## src/rtl/xadc_sample_sequencer.sv

```systemverilog
// xadc_sample_sequencer
// Periodically sweeps XADC aux channels VAUX0..3 over the DRP port. Each sweep
// result is packed into a 32-bit word for the AXI4-Lite bridge, and per-channel
// spike flags are derived against a programmable threshold. DRP timeouts and
// dropped sweep ticks (overruns) are recorded in sticky status bits.
module xadc_sample_sequencer #(
  parameter int unsigned SAMPLE_PERIOD = 10000,
  parameter int unsigned DRP_TIMEOUT   = 64,
  parameter logic [6:0]  BASE_ADDR     = 7'h10
) (
  input  logic        S_AXI_ACLK,
  input  logic        S_AXI_ARESETN,
  input  logic        enable,
  input  logic [11:0] threshold,
  output logic        drp_den,
  output logic [6:0]  drp_daddr,
  output logic        drp_dwe,
  output logic [15:0] drp_di,
  input  logic [15:0] drp_do,
  input  logic        drp_drdy,
  output logic [31:0] net_out,
  output logic        net_out_valid,
  output logic [3:0]  spike_bits,
  output logic [15:0] sample_count,
  output logic [1:0]  status
);

  localparam int PW = $clog2(SAMPLE_PERIOD + 1);
  localparam int TW = $clog2(DRP_TIMEOUT + 1);
  localparam logic [PW-1:0] PERIOD_LAST  = PW'(SAMPLE_PERIOD - 1);
  localparam logic [PW-1:0] PERIOD_ONE   = PW'(1);
  localparam logic [TW-1:0] TIMEOUT_LAST = TW'(DRP_TIMEOUT - 1);
  localparam logic [TW-1:0] TIMEOUT_ONE  = TW'(1);

  typedef enum logic [2:0] {
    IDLE     = 3'd0,
    REQ      = 3'd1,
    WAIT_RDY = 3'd2,
    NEXT     = 3'd3,
    PUBLISH  = 3'd4
  } state_t;

  state_t        state_r;
  state_t        state_next_s;
  logic [PW-1:0] period_cnt_r;
  logic [TW-1:0] wait_cnt_r;
  logic [1:0]    ch_r;
  logic [1:0]    ch_next_s;
  logic          abort_r;
  logic [11:0]   chan_r [4];

  logic          tick_s;
  logic          capture_s;
  logic          timeout_s;
  logic          done_s;
  logic          stop_s;
  logic          overrun_s;
  logic          den_next_s;
  logic          publish_s;
  logic [3:0]    spike_next_s;
  logic [31:0]   net_next_s;
  logic          unused_do_s;

  // The DRP write side is never used; the low nibble of read data carries no sample bits.
  assign drp_dwe     = 1'b0;
  assign drp_di      = 16'h0000;
  assign unused_do_s = ^drp_do[3:0];

  assign tick_s    = enable && (period_cnt_r == PERIOD_LAST);
  assign capture_s = (state_r == WAIT_RDY) && drp_drdy;
  assign timeout_s = (state_r == WAIT_RDY) && !drp_drdy && (wait_cnt_r == TIMEOUT_LAST);
  assign done_s    = capture_s || timeout_s;
  assign stop_s    = abort_r || !enable;
  assign overrun_s = tick_s && (state_r != IDLE);

  // Sweep-start period counter; parked at zero whenever sweeping is disabled.
  always_ff @(posedge S_AXI_ACLK or negedge S_AXI_ARESETN) begin
    if (!S_AXI_ARESETN) begin
      period_cnt_r <= '0;
    end else if (!enable || (period_cnt_r == PERIOD_LAST)) begin
      period_cnt_r <= '0;
    end else begin
      period_cnt_r <= period_cnt_r + PERIOD_ONE;
    end
  end

  // FSM state register.
  always_ff @(posedge S_AXI_ACLK or negedge S_AXI_ARESETN) begin
    if (!S_AXI_ARESETN) begin
      state_r <= IDLE;
    end else begin
      state_r <= state_next_s;
    end
  end

  // FSM next-state logic; a disable mid-sweep lets the current read finish, then idles.
  always_comb begin
    state_next_s = state_r;
    case (state_r)
      IDLE: begin
        if (tick_s) state_next_s = REQ;
        else        state_next_s = IDLE;
      end
      REQ: state_next_s = WAIT_RDY;
      WAIT_RDY: begin
        if (done_s) begin
          if (stop_s) state_next_s = IDLE;
          else        state_next_s = NEXT;
        end else begin
          state_next_s = WAIT_RDY;
        end
      end
      NEXT: begin
        if (stop_s)              state_next_s = IDLE;
        else if (ch_r == 2'd3)   state_next_s = PUBLISH;
        else                     state_next_s = REQ;
      end
      PUBLISH: state_next_s = IDLE;
      default: state_next_s = IDLE;
    endcase
  end

  // FSM output decode: next-cycle values for the registered DRP and publish outputs.
  always_comb begin
    den_next_s = (state_next_s == REQ);
    publish_s  = (state_r == PUBLISH);
    if ((state_r == IDLE) && tick_s) begin
      ch_next_s = 2'd0;
    end else if ((state_r == NEXT) && (state_next_s == REQ)) begin
      ch_next_s = ch_r + 2'd1;
    end else begin
      ch_next_s = ch_r;
    end
    for (int i = 0; i < 4; i++) begin
      spike_next_s[i] = (chan_r[i] >= threshold);
    end
    net_next_s = {chan_r[3][11:4], chan_r[2][11:4], chan_r[1][11:4], chan_r[0][11:4]};
  end

  // Remembers that enable dropped during a sweep so the sweep is abandoned.
  always_ff @(posedge S_AXI_ACLK or negedge S_AXI_ARESETN) begin
    if (!S_AXI_ARESETN) begin
      abort_r <= 1'b0;
    end else if (state_r == IDLE) begin
      abort_r <= 1'b0;
    end else if (!enable) begin
      abort_r <= 1'b1;
    end else begin
      abort_r <= abort_r;
    end
  end

  // Cycles spent waiting for drdy on the current read.
  always_ff @(posedge S_AXI_ACLK or negedge S_AXI_ARESETN) begin
    if (!S_AXI_ARESETN) begin
      wait_cnt_r <= '0;
    end else if (state_r == WAIT_RDY) begin
      wait_cnt_r <= wait_cnt_r + TIMEOUT_ONE;
    end else begin
      wait_cnt_r <= '0;
    end
  end

  // Channel index and DRP request outputs; the address holds between reads.
  always_ff @(posedge S_AXI_ACLK or negedge S_AXI_ARESETN) begin
    if (!S_AXI_ARESETN) begin
      ch_r      <= 2'd0;
      drp_den   <= 1'b0;
      drp_daddr <= 7'h00;
    end else begin
      ch_r    <= ch_next_s;
      drp_den <= den_next_s;
      if (den_next_s) begin
        drp_daddr <= BASE_ADDR + {5'b00000, ch_next_s};
      end else begin
        drp_daddr <= drp_daddr;
      end
    end
  end

  // Per-channel sample slots; a timed-out read leaves the old sample in place.
  always_ff @(posedge S_AXI_ACLK or negedge S_AXI_ARESETN) begin
    if (!S_AXI_ARESETN) begin
      for (int i = 0; i < 4; i++) begin
        chan_r[i] <= 12'h000;
      end
    end else if (capture_s) begin
      chan_r[ch_r] <= drp_do[15:4];
    end
  end

  // Publish the completed sweep: word, spike flags and sweep count move together.
  always_ff @(posedge S_AXI_ACLK or negedge S_AXI_ARESETN) begin
    if (!S_AXI_ARESETN) begin
      net_out       <= 32'h0000_0000;
      net_out_valid <= 1'b0;
      spike_bits    <= 4'h0;
      sample_count  <= 16'h0000;
    end else begin
      net_out_valid <= publish_s;
      if (publish_s) begin
        net_out      <= net_next_s;
        spike_bits   <= spike_next_s;
        sample_count <= sample_count + 16'd1;
      end else begin
        net_out      <= net_out;
        spike_bits   <= spike_bits;
        sample_count <= sample_count;
      end
    end
  end

  // Sticky error flags: [0] DRP read timeout, [1] sweep tick dropped while busy.
  always_ff @(posedge S_AXI_ACLK or negedge S_AXI_ARESETN) begin
    if (!S_AXI_ARESETN) begin
      status <= 2'b00;
    end else begin
      status <= status | {overrun_s, timeout_s};
    end
  end

endmodule

```

## config.mk

```make
export PLATFORM = sky130hd
export DESIGN_NAME = xadc_sample_sequencer
export DESIGN_NICKNAME = d
export VERILOG_FILES = /design/src/rtl/xadc_sample_sequencer.sv
export SDC_FILE = /design/constraint.sdc
export NUM_CORES = 1
export LEC_CHECK = 0
export BUFFER_PORTS_ARGS = -buffer_cell sky130_fd_sc_hd__buf_2
export CORE_MARGIN = 2
export CORE_UTILIZATION = 55
export DETAILED_ROUTE_END_ITERATION = 8
export GPL_ROUTABILITY_DRIVEN = 0
export PLACE_DENSITY = 0.81
export SYNTH_ARGS = -nofsm -noshare
export SYNTH_HDL_FRONTEND = slang
export SYNTH_SLANG_ARGS = --single-unit
```

## constraint.sdc

```tcl
create_clock -name S_AXI_ACLK -period 2.7 [get_ports S_AXI_ACLK]
set_clock_uncertainty 0.15 [all_clocks]
set_input_delay 0.135 -clock S_AXI_ACLK [delete_from_list [all_inputs] [get_ports S_AXI_ACLK]]
set_output_delay 0.135 -clock S_AXI_ACLK [all_outputs]
set_load 0.01 [all_outputs]
```

==> reports/qor.txt <==
status - complete, but fails checks
failing checks - design-rule violations
total CTS buffers - 17
detailed placement HPWL - 9950 µm
DP Area - 7080 µm²
multiplexer share of the synthesized area - 0.0862
kind of critical path - flop to flop
Nets - 802
Sum Neg Setup Slack - 0 ns
Power Dens Cells - 706 nW/µm²
P_int - 4.01 mW
die height - 113 µm
max-cap violations - 0
largest area contributor in the netlist - dfrtp_1
Overflow after GRT - 0
Tightest Pin Transition - 0.566 ns
Primary FF master, synth - dfrtp_1
ys async rst share - 1.00
core region area - 11,500 µm²
# rows - 39
unique cell type count in the Yosys netlist - 39
max-slew violation count - 0
Area Overhead vs Synth - 19.0%
CP Data Required Time - 2.84 ns
number of synthesized flops with an enable pin - 0
Cell Area, Synth - 6520 µm²
DR pass1 iterations - 7
antenna-violating nets left - 0
Hold Path Class - input port to asynchronous set/reset pin
pin count of the biggest net entering global routing - 44
complex-gate fraction of the synthesized area - 0.0549
post-synth top area share - 0.514
Synth Area in XOR/XNOR - 0.0430
Psw - 1.47 mW
Syn Inst Count - 600
antenna violations before repair - 0
WL per Instance - 16.2 µm
cts repair resizes - 0
register area share after synthesis - 0.514
die footprint - 12,700 µm²
Leakage - 4.32 nW
clock slew at reported path FFs - 0.05 ns
Net Sw Frac - 0.269
Starting DRT DRC Count - 345
crit share post-route - 0.818
DRC viols - 14
post-synthesis adder-cell area fraction - 0.106
design area - 7760 µm²
RSZ-0062 raised after global routing - false
clock share of power - 0.378
non-filler cells, final - 869
I/O pin count - 112
maximum clock path buffer count - 2
largest cells by area after synthesis - dfrtp_1 51%, ha_1 11%, mux2_2 8.5%
CP Data Arrival Time - 2.35 ns
H-tree lvl count - 4
chip width - 113 µm
R2R setup slack - 0.49 ns
Worst VDD drop - 0.489 mV
crit start category - flop
first-pass GRT wire length - 23,700 µm
Seq pwr share - 0.447
total track usage - 0.238
register area - 3350 µm²
number of global-route vias before repair - 4,890
Hold Vio Cnt, Final - 0
area of the multi-input gates - 2930 µm²
I/O Buffers - 86
most instantiated cells after synthesis - 134 x dfrtp_1, 113 x nand2_1, 55 x ha_1, 49 x mux2_2, 34 x nor2_1
Initial Utilization - 0.566
Clock Latency Late Sink - 0.42 ns
Comb pwr share - 0.175
Worst slew margin - 0.623
drt total wl - 14,100 µm
crit end category - flop
FILL cells - 863
Syn Area/Cell - 10.9 µm²
placed cells - 824
largest family of logic cells by synthesized area - simple AND/OR/NAND/NOR gates
overall power - 5.48 mW
Peak Freq - 453 MHz
ant diodes - 0
fraction of layout cells with a size suffix above 1 - 0.240
clk sink count - 134
CTS tree - yes
most common cell in the synthesized netlist - dfrtp_1
Crit Path Max Fanout - 5
synth warn - 0
final setup vio count - 0
DR vias/cell - 5.42
fin util - 0.674
flops & latches, synth - 134
simple-gate area share of the yosys netlist - 0.148
CTS root buffer - clkbuf_16
Vias - 4,706
fin crit period - 2.21 ns
==> registers in the layout, summed over array words and instances (netlist names) <==
register and cells:
net_out_valid 1, abort_r 1, period_cnt_r 14, wait_cnt_r 7, net_out 32, chan_r 48, state_r 3, sample_count 16
status 2, spike_bits 4, drp_den 1, drp_daddr 3, ch_r 2
==> kinds of logic (layout without fill, tap and decap cells) <==
family                   after synthesis  in the layout
other                                  1             21
XOR/XNOR                              32             32
AND/OR/NAND/NOR                      212            212
flip-flops                           134            134
AO/OA/AOI/OAI                         54             54
multiplexers                          50             50
adder cells (fa/ha/maj)               55             55
buffers and inverters                 62            168
==> routing by layer <==
| layer | routed length (µm) | global-route usage | vias up | part of all wire |
|---|---|---|---|---|
| met4 | 252 | 0.0951 | 0 | 0.018 |
| met1 | 6130 | 0.307 | 2310 | 0.43 |
| met5 | 0 | 0 | - | 0 |
| li1 | - | - | 2225 | - |
| met3 | 858 | 0.0611 | 20 | 0.061 |
| met2 | 6870 | 0.387 | 151 | 0.49 |
==> layout make-up <==
cell class | instances | share of cell area
clock buffers | 26 | 0.0656
clock inverters | 4 | 0.00258
flip-flops and latches | 134 | 0.432
well taps | 143 | 0.0231
multi-input cells | 424 | 0.378
repair buffers | 110 | 0.0855
inverters | 28 | 0.0135
==> worst max-delay path, cell delays in order (launching register included) <==
cell	delay, ns
dfrtp_1	0.41
or4b_4	0.56
nor4_4	0.34
nand3_2	0.16
a211oi_2	0.34
o22ai_1	0.12
==> what timing repair did <==
action                                 in CTS  in global routing
hold buffers                               15                  0
endpoints found under the hold margin      98                  0
setup buffers                               0                  0
==> cells in the final DEF, fill, tap and decap left out, types with 2 or more instances in the layout <==
master / instances
o221ai_1: 4
inv_1: 28
a21oi_1: 14
a21o_1: 9
nand4_1: 9
and4_1: 2
nand2_1: 113
conb_1: 21
xor2_1: 16
o22ai_1: 2
and3_1: 10
clkbuf_8: 5
dlygate4sd3_1: 15
nor3_1: 4
clkbuf_1: 4
clkbuf_16: 17
xnor2_1: 16
buf_4: 9
nand3b_1: 2
o21ai_0: 9
nand2b_1: 5
mux2_2: 49
buf_2: 85
nor2_1: 34
ha_1: 55
nand3_1: 23
o21a_1: 4
dfrtp_1: 134
and2_1: 4
a211oi_1: 8
clkinv_2: 4
==> metrics by stage <==
stage / setup slack [ns] / hold WS, ns
2_1_floorplan: 0.664 / -0.311
3_3_place_gp: 0.517 / 0.00402
3_5_place_dp: 0.489 / 0.0182
4_1_cts: 0.470 / 0.105
5_1_grt: 0.321 / 0.137
6_report: 0.493 / 0.0996
==> final timing paths <==
kind / from / endpoint / depth (start not counted)
max: period_cnt_r[6] / drp_daddr[0] / 5
min: S_AXI_ARESETN / net_out[17] / 2
max reg2reg: period_cnt_r[6] / drp_daddr[0] / 5
min reg2reg: wait_cnt_r[0] / wait_cnt_r[0] / 1
max in group asynchronous: S_AXI_ARESETN / wait_cnt_r[6] / 3
min in group S_AXI_ACLK: threshold[11] / spike_bits[1] / 5
==> power groups by stage <==
stage | clock, mW | combinational [mW] | sequential, mW
2_1_floorplan | 0 | 0.665 | 2.44
3_3_place_gp | 0 | 0.878 | 2.46
3_5_place_dp | 0 | 0.937 | 2.48
4_1_cts | 2.10 | 0.968 | 2.44
5_1_grt | 2.19 | 1.10 | 2.48
6_report | 2.07 | 0.961 | 2.45
Power figures use the tool's default switching activity.
